$ cat config.mk
export PLATFORM = sky130hd
export DESIGN_NAME = dual_port_ram_ctrl_flat
export DESIGN_NICKNAME = d
export VERILOG_FILES = /design/src/rtl/dual_port_ram_ctrl_if.sv /design/src/rtl/dual_port_ram_ctrl.sv /design/src/flat_wrapper.sv
export SDC_FILE = /design/constraint.sdc
export NUM_CORES = 1
export LEC_CHECK = 0
export BUFFER_PORTS_ARGS = -buffer_cell sky130_fd_sc_hd__clkbuf_2
export CAP_MARGIN = 30
export CORE_UTILIZATION = 65
export DETAILED_ROUTE_END_ITERATION = 12
export MAX_ROUTING_LAYER = met4
export PLACE_DENSITY = 0.9
export SYNTH_ARGS = -nofsm -noshare
export SYNTH_HDL_FRONTEND = slang
export SYNTH_SLANG_ARGS = --single-unit
$ cat constraint.sdc
create_clock -name clk -period 4.9 [get_ports clk]
set_input_delay 1.47 -clock clk [delete_from_list [all_inputs] [get_ports clk]]
set_output_delay 1.47 -clock clk [all_outputs]
set_load 0.02 [all_outputs]
$ cat src/rtl/dual_port_ram_ctrl_if.sv
// Bus bundle for dual_port_ram_ctrl: one write port, one registered read port
// and the clear-engine handshake.
interface dual_port_ram_ctrl_if #(
  parameter int unsigned DATA_WIDTH = 8,
  parameter int unsigned ADDR_WIDTH = 4
);
  logic                      clear_req;
  logic                      busy;
  logic                      wr_en;
  logic [ADDR_WIDTH-1:0]     wr_addr;
  logic [DATA_WIDTH/8-1:0]   wr_be;
  logic [DATA_WIDTH-1:0]     data_in;
  logic                      rd_en;
  logic [ADDR_WIDTH-1:0]     rd_addr;
  logic [DATA_WIDTH-1:0]     data_out;
  logic                      rd_valid;

  modport master (
    output clear_req, wr_en, wr_addr, wr_be, data_in, rd_en, rd_addr,
    input  busy, data_out, rd_valid
  );

  modport slave (
    input  clear_req, wr_en, wr_addr, wr_be, data_in, rd_en, rd_addr,
    output busy, data_out, rd_valid
  );
endinterface

$ cat src/rtl/dual_port_ram_ctrl.sv
// Simple-dual-port RAM with byte enables, registered read, selectable
// read-during-write policy and a clear engine that zeroes the array.
module dual_port_ram_ctrl #(
  parameter int unsigned DATA_WIDTH = 8,
  parameter int unsigned ADDR_WIDTH = 4,
  parameter int unsigned RDW_MODE   = 0
) (
  input  logic                 clk,
  input  logic                 rst_n,
  dual_port_ram_ctrl_if.slave  bus
);

  localparam int unsigned NUM_BYTES = DATA_WIDTH / 8;
  localparam int unsigned DEPTH     = 1 << ADDR_WIDTH;
  localparam logic [ADDR_WIDTH-1:0] LAST_ADDR = ADDR_WIDTH'(DEPTH - 1);
  localparam bit WRITE_FIRST = (RDW_MODE != 0);

  typedef enum logic {
    ST_CLEAR = 1'b0,
    ST_IDLE  = 1'b1
  } state_t;

  state_t                  r_state;
  state_t                  w_state_next;
  logic [ADDR_WIDTH-1:0]   r_clr_addr;
  logic                    r_busy;
  logic                    r_rd_valid;
  logic [DATA_WIDTH-1:0]   r_data_out;
  logic [DATA_WIDTH-1:0]   r_mem [DEPTH];

  logic                    w_mem_we;
  logic [ADDR_WIDTH-1:0]   w_mem_addr;
  logic [NUM_BYTES-1:0]    w_mem_be;
  logic [DATA_WIDTH-1:0]   w_mem_wdata;
  logic                    w_rd_fire;
  logic [DATA_WIDTH-1:0]   w_rd_word;

  // State register
  always_ff @(posedge clk) begin
    if (!rst_n) r_state <= ST_CLEAR;
    else        r_state <= w_state_next;
  end

  // Next-state logic; the clear runs until the last address has been written
  always_comb begin
    w_state_next = r_state;
    case (r_state)
      ST_CLEAR: if (r_clr_addr == LAST_ADDR) w_state_next = ST_IDLE;
      ST_IDLE:  if (bus.clear_req)           w_state_next = ST_CLEAR;
      default:  w_state_next = ST_CLEAR;
    endcase
  end

  // Array port steering: clear engine owns the write port while clearing,
  // and a clear request drops any write/read arriving in the same cycle
  always_comb begin
    w_mem_we    = 1'b0;
    w_mem_addr  = '0;
    w_mem_be    = '0;
    w_mem_wdata = '0;
    w_rd_fire   = 1'b0;
    case (r_state)
      ST_CLEAR: begin
        w_mem_we   = 1'b1;
        w_mem_addr = r_clr_addr;
        w_mem_be   = '1;
      end
      ST_IDLE: begin
        if (!bus.clear_req) begin
          w_mem_we    = bus.wr_en;
          w_mem_addr  = bus.wr_addr;
          w_mem_be    = bus.wr_be;
          w_mem_wdata = bus.data_in;
          w_rd_fire   = bus.rd_en;
        end
      end
      default: ;
    endcase
  end

  // Read word, with same-address forwarding of enabled lanes when write-first
  always_comb begin
    w_rd_word = r_mem[bus.rd_addr];
    if (WRITE_FIRST && w_mem_we && (w_mem_addr == bus.rd_addr)) begin
      for (int i = 0; i < NUM_BYTES; i++) begin
        if (w_mem_be[i]) w_rd_word[8*i +: 8] = w_mem_wdata[8*i +: 8];
      end
    end
  end

  // Storage array; contents are only ever zeroed by the clear engine
  always_ff @(posedge clk) begin
    if (rst_n && w_mem_we) begin
      for (int i = 0; i < NUM_BYTES; i++) begin
        if (w_mem_be[i]) r_mem[w_mem_addr][8*i +: 8] <= w_mem_wdata[8*i +: 8];
      end
    end
  end

  // Clear address, busy flag and registered read port
  always_ff @(posedge clk) begin
    if (!rst_n) begin
      r_clr_addr <= '0;
      r_busy     <= 1'b1;
      r_data_out <= '0;
      r_rd_valid <= 1'b0;
    end else begin
      r_busy     <= (w_state_next == ST_CLEAR);
      r_rd_valid <= w_rd_fire;
      if (w_rd_fire) r_data_out <= w_rd_word;
      if (r_state == ST_CLEAR)  r_clr_addr <= r_clr_addr + ADDR_WIDTH'(1);
      else if (bus.clear_req)   r_clr_addr <= '0;
    end
  end

  assign bus.busy     = r_busy;
  assign bus.rd_valid = r_rd_valid;
  assign bus.data_out = r_data_out;

endmodule

$ cat src/flat_wrapper.sv
// flat-port wrapper written by rule: the top's interface ports become plain ports
module dual_port_ram_ctrl_flat 
#(
  parameter int unsigned DATA_WIDTH = 8,
  parameter int unsigned ADDR_WIDTH = 4,
  parameter int unsigned RDW_MODE   = 0
)
  (clk, rst_n, bus_clear_req, bus_wr_en, bus_wr_addr, bus_wr_be, bus_data_in, bus_rd_en, bus_rd_addr, bus_busy, bus_data_out, bus_rd_valid);
  dual_port_ram_ctrl_if #(.DATA_WIDTH(DATA_WIDTH), .ADDR_WIDTH(ADDR_WIDTH)) bus_i ();
  input  logic clk;
  input  logic rst_n;
  input wire logic [$bits(bus_i.clear_req)-1:0] bus_clear_req;
  input wire logic [$bits(bus_i.wr_en)-1:0] bus_wr_en;
  input wire logic [$bits(bus_i.wr_addr)-1:0] bus_wr_addr;
  input wire logic [$bits(bus_i.wr_be)-1:0] bus_wr_be;
  input wire logic [$bits(bus_i.data_in)-1:0] bus_data_in;
  input wire logic [$bits(bus_i.rd_en)-1:0] bus_rd_en;
  input wire logic [$bits(bus_i.rd_addr)-1:0] bus_rd_addr;
  output wire logic [$bits(bus_i.busy)-1:0] bus_busy;
  output wire logic [$bits(bus_i.data_out)-1:0] bus_data_out;
  output wire logic [$bits(bus_i.rd_valid)-1:0] bus_rd_valid;
  assign bus_i.clear_req = bus_clear_req;
  assign bus_i.wr_en = bus_wr_en;
  assign bus_i.wr_addr = bus_wr_addr;
  assign bus_i.wr_be = bus_wr_be;
  assign bus_i.data_in = bus_data_in;
  assign bus_i.rd_en = bus_rd_en;
  assign bus_i.rd_addr = bus_rd_addr;
  assign bus_busy = bus_i.busy;
  assign bus_data_out = bus_i.data_out;
  assign bus_rd_valid = bus_i.rd_valid;
  dual_port_ram_ctrl #(.DATA_WIDTH(DATA_WIDTH), .ADDR_WIDTH(ADDR_WIDTH), .RDW_MODE(RDW_MODE)) u_core (.clk(clk), .rst_n(rst_n), .bus(bus_i));
endmodule
==> reports/results.txt <==
The flow ran to the end, and the final reports show no timing, DRC or antenna violations. Entering global routing, the biggest net connects 29 pins. TritonCTS built the clock tree.

The number of CTS-inserted buffers is 17. The number of placed instances with taps included is 422, and the count of unresolved DRC violations after routing is 0. In this run the worst path has a maximum fanout of 8.

The worst setup path is captured at a flip-flop. By startpoint and endpoint, the worst setup path is classified as in -> reg. In this run the worst setup path begins at bus_clear_req. The logs give 3039 for the number of global-route vias before repair and 0 for the total setup violations reported at the end of the flow. The synthesized netlist devotes 0.222% of its cell area to adder and majority cells. Summed over all nets, the switching power comes to 0.549 mW. For this design, the slowest cell found on the critical path is nor2_1. In this run, synthesis inferred 128 flip-flops with an integrated enable. The count of inserted antenna diode cells came out at 0. Summed over all failing endpoints, the final setup total negative slack is 0 ns. At the end of routability-driven placement, the weighted congestion stood at 0.872. For this run, the slowest stage of the critical path takes 0.76 ns. The depth of the most critical reg-to-reg path came out at 5. For the number of hold violations in the final report, the log shows 0. The most used flip-flop cell after synthesis is edfxtp_1. After Yosys synthesis, XOR and XNOR cells account for 0% of the synthesized area. The estimated wirelength of the detail-placed design was 7.30 mm; the number of antenna violations at the first check in global routing was 0.

The total number of vias is 3093, and the slack of the worst reg-to-reg path is 2.36 ns. The longest clock path from root to sink contains 2 buffers. The total of warnings raised by yosys is 0.

The routed length per instance is 27.3 um, and the net count after synthesis is 319. Global routing finished with a remaining overflow of 0. For this run, the register share of the synthesized area comes to 73.5%. Dividing total power by cell area gives a power density of 429 mW/mm2. Of the cells placed in the final design, the portion with a size suffix greater than 1 is 27.2%.

Once layout is complete, the utilization of the core stands at 77.9%. The first detailed-routing pass ran for 6 iterations. The biggest area consumer among synthesized cells was edfxtp_1. Walking the worst path, the cells encountered are clkbuf_2 > nand3b_1 > a21boi_0 > nand3_1 > nor2_1. After the last flow step, the layout net total stands at 359. For the hold-fix buffer count after cts, the log shows 0.

Summing the areas of all and, or, nand and nor instances in the mapped netlist gives 4.44% of the synthesized area. The cell sitting at the root of the clock tree is a clkbuf_8. Count of routing violations after the opening detailed-route iteration: 334. After clock tree synthesis, the clock-pin slew on the worst setup and hold paths is 0.06 ns. The run gives 0 as the number of routed nets with antenna violations.

The top-level port count is 32, and the die width is 95.2 um. The synthesis-stage register bit count was 143. The count of max-cap constraint violations came out at 0.

After layout, the minimum clock period comes to 3.08 ns. The part of the power in registers is 48.1%. The number of I/O port buffers came out at 31. Data arrives at the worst endpoint at 3.23 ns. In this run the static leakage power is 2.24 nW. The die boundary height was 95.2 um; the signed area change from the synthesized netlist to the final layout was 14.6%. The aggregate global-route resource usage is 31.4%, and the hold-critical path depth is 2. The number of unique standard cell types used by synthesis was 35; the mux contribution to synthesized area was 15.9%.

The gate count after technology mapping was 296. The tools report the area of the mapped netlist as 0.00564 mm2. The tools report the origin of the critical flop-to-flop path as u_core.r_state$_SDFF_PN0_. The number of slew-limit violations in the final report was 0. The run gives 33 as the number of rows in the core area.

The tools report the total power of the final layout as 2.77 mW. Based on the critical path, the design can be clocked at up to 0.325 GHz. Post-CTS repair changed the size of 0 cells. The tools report the worst setup path endpoint as u_core.r_mem[5][4]$_DFFE_PP_. The filler cells instantiated in the layout total 416.

The core region is 0.00830 mm2. Post-CTS timing repair inserted 0 buffers for setup. The clock sink total was 143; the mean instance size in the synthesized netlist was 19.1 um2. Setup repair after global routing left no endpoint under its margin. The top-area cell type share of the netlist area works out to 68.1%. The number of levels the H-tree was split into is 4, and the maximum clock skew at final layout is 0.00816 ns. The tools report the global-route wire length before repair as 18.3 mm.

The relative contribution of combinational cells to total power is 3.7%. In this run switching power makes up 19.8% of total power. The endpoint of the lowest-slack register-to-register path was u_core.r_mem[5][4]$_DFFE_PP_. After detailed routing, the total wire length is 12.4 mm.

The clock network latency to the later pin of the worst-skew pair was 0.53 ns; the number of standard cells in the final layout excluding fillers was 454. The die outline area is 0.00906 mm2, and the routed via count divided by cell count is 6.81. At the pin with the least slew margin, the transition time is 0.969 ns. By area the synthesized netlist is led by edfxtp_1 (68%), mux4_2 (12%), dfxtp_1 (5.3%). STA classifies the critical path startpoint as an input port. The share of total power dissipated in the clock network is 48.2%. The starting density of the core was 68.0%. VDD sags by at most 0.000334 V.

The synthesized-area fraction occupied by ao, oa, aoi and oai cells was 3.99%; the cell-internal power was 2.22 mW. The path class of the tightest hold or removal check is reg -> reg. The tools report the worst slew slack as a fraction of its limit as 35.2%. STA puts the critical path data required time at 5.05 ns. Of all flip-flops after synthesis, the portion carrying an async set or reset was 0%. Largest family of logic cells by synthesized area: multiplexers. The worst path uses 62.8% of the clock period.
## worst min path at each step
stage / from / to / slack (ns)
global placement: u_core.bus.data_out[1]$_SDFFE_PN0P_ / u_core.bus.data_out[1]$_SDFFE_PN0P_ / 0.45
floorplan: u_core.r_clr_addr[2]$_SDFFE_PN0P_ / u_core.r_clr_addr[2]$_SDFFE_PN0P_ / 0.48
CTS: u_core.bus.data_out[1]$_SDFFE_PN0P_ / u_core.bus.data_out[1]$_SDFFE_PN0P_ / 0.48
global route: u_core.bus.data_out[2]$_SDFFE_PN0P_ / u_core.bus.data_out[2]$_SDFFE_PN0P_ / 0.51
finish: u_core.bus.data_out[1]$_SDFFE_PN0P_ / u_core.bus.data_out[1]$_SDFFE_PN0P_ / 0.47
detailed placement: u_core.bus.data_out[1]$_SDFFE_PN0P_ / u_core.bus.data_out[1]$_SDFFE_PN0P_ / 0.46
## critical path: cells and delay by family
| family | cells | cell delay (ns) |
|---|---|---|
| simple gates | 3 | 1.21 |
| buf+inv | 1 | 0.11 |
| compound gates | 1 | 0.44 |
## kinds of logic after synthesis
kind of cell             Yosys count
AO/OA/AOI/OAI                     33
adder cells (fa/ha/maj)            1
buffers and inverters             17
flip-flops                       143
multiplexers                      52
AND/OR/NAND/NOR                   50
## per-layer routing
layer	global-route usage, %	share of wire (%)	routed length (um)
met4	10.2	1.5	180
met3	8.05	8.8	1100
met1	43.2	40	4930
met5	-	0	0
met2	46.5	50	6190
## power groups by stage
stage	clock network, mW	registers, mW	logic, mW
2_1_floorplan	0	1.35	0.0754
3_3_place_gp	0	1.36	0.0986
3_5_place_dp	0	1.36	0.101
4_1_cts	1.34	1.33	0.103
5_1_grt	1.39	1.33	0.109
6_report	1.34	1.33	0.103
## synthesized netlist by cell type, types with 2 or more instances
library cell / n
o21ai_0: 3
nor2b_1: 3
edfxtp_1: 128
nand3_1: 4
nand2_1: 6
clkbuf_1: 2
dfxtp_1: 15
nor3b_1: 2
mux4_2: 30
a21boi_0: 3
a2bb2oi_1: 6
buf_4: 3
and3_1: 2
and2_1: 9
a21oi_1: 3
mux2i_1: 22
buf_6: 3
buf_2: 4
a31oi_1: 4
nor2_1: 20
inv_1: 4
o21ai_1: 6
o221ai_1: 2
## metrics by stage
step	hold WS, ns	setup slack (ns)	cell area [um2]
global route	0.508	1.78	6470
global placement	0.445	1.46	5850
floorplan	0.477	2.01	5640
finish	0.470	1.82	6470
CTS	0.478	1.95	6470
detailed placement	0.458	1.42	5850
## state kept, by name, summed over array words and instances, names as in the netlist
register and flops:
u_core.bus.busy 1, u_core.r_mem 128, u_core.bus.data_out 8, u_core.r_state 1, u_core.bus.rd_valid 1, u_core.r_clr_addr 4
## cell usage in the layout (no fill, tap or decap), drive strengths merged, types with 6 or more instances in the layout
master	count
mux2i	22
o21ai	9
edfxtp	128
clkbuf	52
a2bb2oi	6
nor2	20
nand2	6
and2	9
dfxtp	15
mux4	30
## final cells by class
class / instances / area, um2 / share of cell area (%)
clock buffer: 21 / 449 / 6.95
clock inverter: 11 / 165 / 2.55
timing repair buffer: 34 / 178 / 2.75
multi-input combinational: 136 / 1380 / 21.4
inverter: 4 / 15.0 / 0.232
sequential: 143 / 4140 / 64.1
tap: 105 / 131 / 2.03
Power figures use the tool's default switching activity.
